[config.mk]
export PLATFORM = sky130hd
export DESIGN_NAME = aileron_ramp_ctrl_flat
export DESIGN_NICKNAME = d
export VERILOG_FILES = /design/src/rtl/aileron_pkg.sv /design/src/rtl/aileron_ramp_ctrl_if.sv /design/src/rtl/aileron_step_timer.sv /design/src/rtl/aileron_ramp_ctrl.sv /design/src/flat_wrapper.sv
export SDC_FILE = /design/constraint.sdc
export NUM_CORES = 1
export LEC_CHECK = 0
export CELL_PAD_IN_SITES_DETAIL_PLACEMENT = 1
export CELL_PAD_IN_SITES_GLOBAL_PLACEMENT = 2
export CORE_AREA = 2 2 88 56
export CTS_CLUSTER_SIZE = 8
export DETAILED_ROUTE_END_ITERATION = 10
export DIE_AREA = 0 0 90 58
export PLACE_DENSITY = 0.84
export SYNTH_ARGS = -nofsm -noshare
export SYNTH_HDL_FRONTEND = slang
export SYNTH_SLANG_ARGS = --single-unit
[constraint.sdc]
create_clock -name clk -period 2.5 [get_ports clk]
set_input_delay 0.5 -clock clk [delete_from_list [all_inputs] [get_ports clk]]
set_output_delay 0.5 -clock clk [all_outputs]
set_load 0.02 [all_outputs]
[src/rtl/aileron_pkg.sv]
// Shared types and constants for the aileron ramp sequencer.
// Angles are 4-bit two's complement; the code 4'b1000 is never a legal surface position.
package aileron_pkg;

   typedef logic signed [3:0] angle_t;

   typedef enum logic [1:0] {
      IDLE   = 2'd0,
      MOVE   = 2'd1,
      SETTLE = 2'd2
   } state_t;

   localparam angle_t     ANG_MIN     = -4'sd7;
   localparam angle_t     ANG_MAX     = 4'sd7;
   localparam logic [3:0] ANG_ILLEGAL = 4'b1000;

   // The single illegal code folds onto the nearest legal extreme.
   function automatic angle_t clamp_angle(input logic [3:0] raw);
      if (raw == ANG_ILLEGAL) begin
         return ANG_MIN;
      end
      return angle_t'(raw);
   endfunction

endpackage

[src/rtl/aileron_ramp_ctrl_if.sv]
// Command and status bundle between the flight-control source and the ramp sequencer.
// Handshake: a command transfers on a rising clk edge where cmd_valid && cmd_ready; the source holds
// cmd_valid/cmd_angle stable until then, and cmd_ready never depends on cmd_valid.
interface aileron_ramp_ctrl_if;
   import aileron_pkg::*;

   logic       cmd_valid;
   logic [3:0] cmd_angle;
   logic       cmd_ready;
   logic       center_req;
   angle_t     angulacao;
   logic       busy;
   logic       done;
   logic       err_clamp;
   state_t     dbg_state;

   modport master (
      output cmd_valid, cmd_angle, center_req,
      input  cmd_ready, angulacao, busy, done, err_clamp, dbg_state
   );

   modport slave (
      input  cmd_valid, cmd_angle, center_req,
      output cmd_ready, angulacao, busy, done, err_clamp, dbg_state
   );

endinterface

[src/rtl/aileron_step_timer.sv]
// Reloadable down-counter shared by the step and settle phases.
// Load beats hold; otherwise it counts down and parks at zero.
module aileron_step_timer #(
   parameter int W = 3
) (
   input  logic         clk,
   input  logic         rst_n,
   input  logic         load,
   input  logic         hold,
   input  logic [W-1:0] load_val,
   output logic         zero
);

   logic [W-1:0] cnt_q;
   logic [W-1:0] cnt_d;

   always_comb begin
      cnt_d = cnt_q;
      if (load) begin
         cnt_d = load_val;
      end else if (!hold && (cnt_q != '0)) begin
         cnt_d = cnt_q - 1'b1;
      end
   end

   always_ff @(posedge clk) begin
      if (!rst_n) begin
         cnt_q <= '0;
      end else begin
         cnt_q <= cnt_d;
      end
   end

   assign zero = (cnt_q == '0);

endmodule

[src/rtl/aileron_ramp_ctrl.sv]
// Slew-rate-limited aileron angle sequencer: ramps the registered angle one count every
// STEP_CYCLES clocks toward the commanded target, settles, then pulses done.
module aileron_ramp_ctrl
   import aileron_pkg::*;
#(
   parameter int STEP_CYCLES   = 4,
   parameter int SETTLE_CYCLES = 3
) (
   input  logic                clk,
   input  logic                rst_n,
   aileron_ramp_ctrl_if.slave  bus
);

   localparam int MAX_CYC = (STEP_CYCLES > SETTLE_CYCLES) ? STEP_CYCLES : SETTLE_CYCLES;
   localparam int CNT_W   = $clog2(MAX_CYC + 1);
   localparam logic [CNT_W-1:0] STEP_LOAD   = CNT_W'(STEP_CYCLES - 1);
   localparam logic [CNT_W-1:0] SETTLE_LOAD = CNT_W'(SETTLE_CYCLES - 1);

   state_t state_q, state_d;
   angle_t angle_q, angle_d;
   angle_t target_q, target_d;
   logic   done_q, done_d;
   logic   err_q, err_d;

   logic             tmr_load;
   logic             tmr_hold;
   logic [CNT_W-1:0] tmr_val;
   logic             tmr_zero;
   logic             cmd_ready_w;
   logic             accept;
   logic             center_hit;

   aileron_step_timer #(.W(CNT_W)) u_timer (
      .clk      (clk),
      .rst_n    (rst_n),
      .load     (tmr_load),
      .hold     (tmr_hold),
      .load_val (tmr_val),
      .zero     (tmr_zero)
   );

   always_ff @(posedge clk) begin
      if (!rst_n) begin
         state_q  <= IDLE;
         angle_q  <= '0;
         target_q <= '0;
         done_q   <= 1'b0;
         err_q    <= 1'b0;
      end else begin
         state_q  <= state_d;
         angle_q  <= angle_d;
         target_q <= target_d;
         done_q   <= done_d;
         err_q    <= err_d;
      end
   end

   always_comb begin
      state_d    = state_q;
      angle_d    = angle_q;
      target_d   = target_q;
      done_d     = 1'b0;
      err_d      = 1'b0;
      tmr_load   = 1'b0;
      tmr_hold   = 1'b0;
      tmr_val    = STEP_LOAD;
      accept     = bus.cmd_valid && cmd_ready_w;
      center_hit = bus.center_req && (target_q != '0);

      if (center_hit) begin
         target_d = '0;
      end

      case (state_q)
         IDLE: begin
            tmr_hold = 1'b1;
            if (center_hit) begin
               state_d  = MOVE;
               tmr_load = 1'b1;
            end else if (accept) begin
               target_d = clamp_angle(bus.cmd_angle);
               err_d    = (bus.cmd_angle == ANG_ILLEGAL);
               if (target_d == angle_q) begin
                  done_d = 1'b1;
               end else begin
                  state_d  = MOVE;
                  tmr_load = 1'b1;
               end
            end
         end

         // A centre request arriving here only retargets; step timing is left untouched.
         MOVE: begin
            if (tmr_zero) begin
               tmr_load = 1'b1;
               if ((target_d > angle_q) && (angle_q != ANG_MAX)) begin
                  angle_d = angle_q + 4'sd1;
               end else if ((target_d < angle_q) && (angle_q != ANG_MIN)) begin
                  angle_d = angle_q - 4'sd1;
               end
               if (angle_d == target_d) begin
                  state_d = SETTLE;
                  tmr_val = SETTLE_LOAD;
               end
            end
         end

         SETTLE: begin
            if (center_hit) begin
               state_d  = MOVE;
               tmr_load = 1'b1;
            end else if (tmr_zero) begin
               state_d  = IDLE;
               done_d   = 1'b1;
               tmr_hold = 1'b1;
            end
         end

         default: begin
            state_d = IDLE;
         end
      endcase
   end

   always_comb begin
      cmd_ready_w   = (state_q == IDLE) && !bus.center_req && rst_n;
      bus.cmd_ready = cmd_ready_w;
      bus.angulacao = angle_q;
      bus.busy      = (state_q != IDLE);
      bus.done      = done_q;
      bus.err_clamp = err_q;
      bus.dbg_state = state_q;
   end

endmodule

[src/flat_wrapper.sv]
// flat-port wrapper written by rule: the top's interface ports become plain ports
module aileron_ramp_ctrl_flat import aileron_pkg::*;
#(
   parameter int STEP_CYCLES   = 4,
   parameter int SETTLE_CYCLES = 3
)
  (clk, rst_n, bus_cmd_valid, bus_cmd_angle, bus_center_req, bus_cmd_ready, bus_angulacao, bus_busy, bus_done, bus_err_clamp, bus_dbg_state);
  aileron_ramp_ctrl_if bus_i ();
  input  logic clk;
  input  logic rst_n;
  input wire logic [$bits(bus_i.cmd_valid)-1:0] bus_cmd_valid;
  input wire logic [$bits(bus_i.cmd_angle)-1:0] bus_cmd_angle;
  input wire logic [$bits(bus_i.center_req)-1:0] bus_center_req;
  output wire logic [$bits(bus_i.cmd_ready)-1:0] bus_cmd_ready;
  output wire logic [$bits(bus_i.angulacao)-1:0] bus_angulacao;
  output wire logic [$bits(bus_i.busy)-1:0] bus_busy;
  output wire logic [$bits(bus_i.done)-1:0] bus_done;
  output wire logic [$bits(bus_i.err_clamp)-1:0] bus_err_clamp;
  output wire logic [$bits(bus_i.dbg_state)-1:0] bus_dbg_state;
  assign bus_i.cmd_valid = bus_cmd_valid;
  assign bus_i.cmd_angle = bus_cmd_angle;
  assign bus_i.center_req = bus_center_req;
  assign bus_cmd_ready = bus_i.cmd_ready;
  assign bus_angulacao = bus_i.angulacao;
  assign bus_busy = bus_i.busy;
  assign bus_done = bus_i.done;
  assign bus_err_clamp = bus_i.err_clamp;
  assign bus_dbg_state = bus_i.dbg_state;
  aileron_ramp_ctrl #(.STEP_CYCLES(STEP_CYCLES), .SETTLE_CYCLES(SETTLE_CYCLES)) u_core (.clk(clk), .rst_n(rst_n), .bus(bus_i));
endmodule
==> metrics.csv <==
metric,value,unit
arrival,2.61,ns
die_w,90,µm
final_layout_size_suffix_gt1_share,28.42,%
avgSynthCellArea,8.267,µm²
final_cells,253,
synth_edf_count,0,
maxCapViolations,0,
hpwl,3109,µm
dieArea,5220,µm²
via_count,1233,
worst_pin_slew,0.8303,ns
via_per_inst,4.874,
slew_headroom,43.93,%
post_synth_and_or_nand_nor_area_fraction,29.12,%
grt_pass1_wl,6734,µm
worstSetupPathType,in -> reg,
route.detailed.drc,0,
ys_seq_area_share,25.05,%
hold_viol_final,0,
diodes,0,
antenna_found_initial,0,
vdd_ir_drop_max,0.0001908,V
yosys_warnings,0,
hold_start,u_core.u_timer.cnt_q[1],
cts_buffers,3,
start_util,27.11,%
final_util,40.01,%
fin_crit_sh,99.47,%
clk_latency,0.25,ns
dr.pass1.iters,4,
max_freq,402.1,MHz
first_iter_violations,31,
pre_cts_slack,-0.8435,ns
wl,4100,µm
maxSlewViolCount,0,
die_y,58,µm
drtAntennaViolNets,0,
first_global_vias,1345,
synthDistinctLibCells,50,
multi_input_area,934.6,µm²
status,"finished, final reports clean",
fin_nets,207,
cts_sinks,15,
dp_cells,245,
timing.hold.ws,0.5564,ns
finalPower,1.011,mW
p_switching,0.3931,mW
cts_tree,yes,
synth_compound_area_share,21.29,%
setup_viol,0,
async_flop_share,0,%
gr-total-overflow,0,
finalWeightedCongestion,0.8305,
ys_ff_latch,15,
required,2.63,ns
p_int,0.6174,mW
post-route-min-period,2.487,ns
syn_to_final_growth,47.60,%
nFillCells,525,
htree_levels,1,
grt_util_all_layers,16.67,%
syn-num-nets,161,
rows,19,
pwr-share-seq,29.8,%
worst_r2r_startpoint,u_core.target_q[3],
grt_max_degree,15,
mostFrequentLayoutCell,buf_4,
swShare,38.90,%
io_pins,18,
clkPwrFrac,20.3,%
hold_path_class,reg -> reg,
p_comb_share,49.8,%
numPortBuffers,17,
skew,0.0008988,ns
synth-xor-area-share,10.13,%
p_leak,0.7295,nW
root_buffer,clkbuf_8,
crit_start,bus_center_req,
synthMuxAreaShare,1.670,%
cts_buffer_depth,2,
rsz0062_at_grt,yes,
avgRoutedWirePerCell,16.21,µm
critPathCaptureType,register,
mostFrequentLayoutCells,"26 x buf_4, 16 x clkdlybuf4s50_1, 14 x nand2_1",
cp_max_fo,4,
synth_flop_cell,dfxtp_1,
seqCellArea,302.8,µm²
start_kind,input pin,
netlist_area,1199,µm²
synthAdderAreaFrac,8.351,%
clk_pin_slew,0.06,ns
core_area,4422,µm²
setup_slack,0.01330,ns
synthCells,145,
synth_top_family_by_area,simple AND/OR/NAND/NOR gates,
pwr_density_cell,571.2,nW/µm²
sequential cells by signal (all words and copies together), names as in the netlist:
register and count:
u_core.bus.angulacao 4, u_core.target_q 4, u_core.u_timer.cnt_q 3, u_core.bus.dbg_state 2, u_core.bus.done 1, u_core.bus.err_clamp 1
cells in the mapped netlist (2+ instances only):
library cell | n | share of area, %
nor2_1 | 8 | 2.5
mux2i_1 | 2 | 1.7
a21oi_2 | 2 | 1.5
xor2_1 | 3 | 2.2
nand2_1 | 14 | 4.4
nor2b_1 | 3 | 1.6
nor3b_1 | 4 | 2.5
inv_2 | 2 | 0.63
a21boi_0 | 4 | 2.5
o21ai_2 | 2 | 1.5
and3_1 | 3 | 1.6
dfxtp_1 | 15 | 25
inv_1 | 8 | 2.5
a31oi_1 | 3 | 1.6
xnor2_1 | 9 | 6.6
o21ai_0 | 5 | 2.1
nor3_1 | 2 | 0.84
a21oi_1 | 5 | 2.1
ha_1 | 8 | 8.4
nand3_1 | 6 | 2.5
nand2b_1 | 3 | 1.6
a21boi_1 | 2 | 1.3
or3_1 | 3 | 1.6
and2_1 | 3 | 1.6
per-layer routing:
layer	GRT usage, %	vias up	share of wire (%)
met2	31.26	20	49
met5	0	-	0
met3	3.771	5	3.6
li1	-	611	-
met1	20.29	597	46
met4	2.637	0	0.76
area by class of cell:
class | count | area share [%]
Clock buffer | 4 | 2.546
Inverter | 10 | 2.122
Tap cell | 63 | 4.455
Timing Repair Buffer | 43 | 20.93
Sequential cell | 15 | 17.11
Multi-Input combinational cell | 118 | 52.83
metrics by stage:
step	area [µm²]	setup TNS, ns
final	1769	0
after CTS	1732	0
after detailed placement	1598	-4.675
after global routing	1769	-0.07285
after global placement	1598	-2.908
after floorplan	1199	0
final timing paths:
check                                          endpoint  slack (ns)  cells past startpoint
worst max-delay path            u_core.u_timer.cnt_q[0]        0.01                     10
worst min-delay path            u_core.u_timer.cnt_q[1]        0.56                      2
worst max register to register  u_core.u_timer.cnt_q[0]        0.02                      9
worst min register to register  u_core.u_timer.cnt_q[1]        0.56                      2
power groups by stage:
| stage | combinational (mW) | clock (mW) | sequential [mW] |
|---|---|---|---|
| global route | 0.548 | 0.224 | 0.306 |
| global placement | 0.437 | 0 | 0.304 |
| CTS | 0.492 | 0.213 | 0.301 |
| detailed placement | 0.462 | 0 | 0.307 |
| finish | 0.503 | 0.206 | 0.301 |
| floorplan | 0.280 | 0 | 0.313 |
critical path, stage by stage:
cell and delay, ns:
buf_8 0.08, and2b_2 0.24, ha_4 0.30, nor3b_4 0.21, o21ai_2 0.10, o21ai_2 0.22, mux2i_2 0.32, xnor2_2 0.12
nor4_4 0.39, a31oi_1 0.13
repair_timing:
action,CTS,global route
buffers inserted,3,1
pin swaps,6,6
setup endpoints to repair,8,6
hold buffers,0,0
gates resized for setup,15,8
cell families after synthesis:
group                      Yosys count
xor gates and xnor gates            13
adders and majority gates            8
DFF                                 15
buffers and inverters               12
muxes                                2
and+or+nand+nor                     60
AOI/OAI and AO/OA                   35
(Power assumes the default switching activity.)
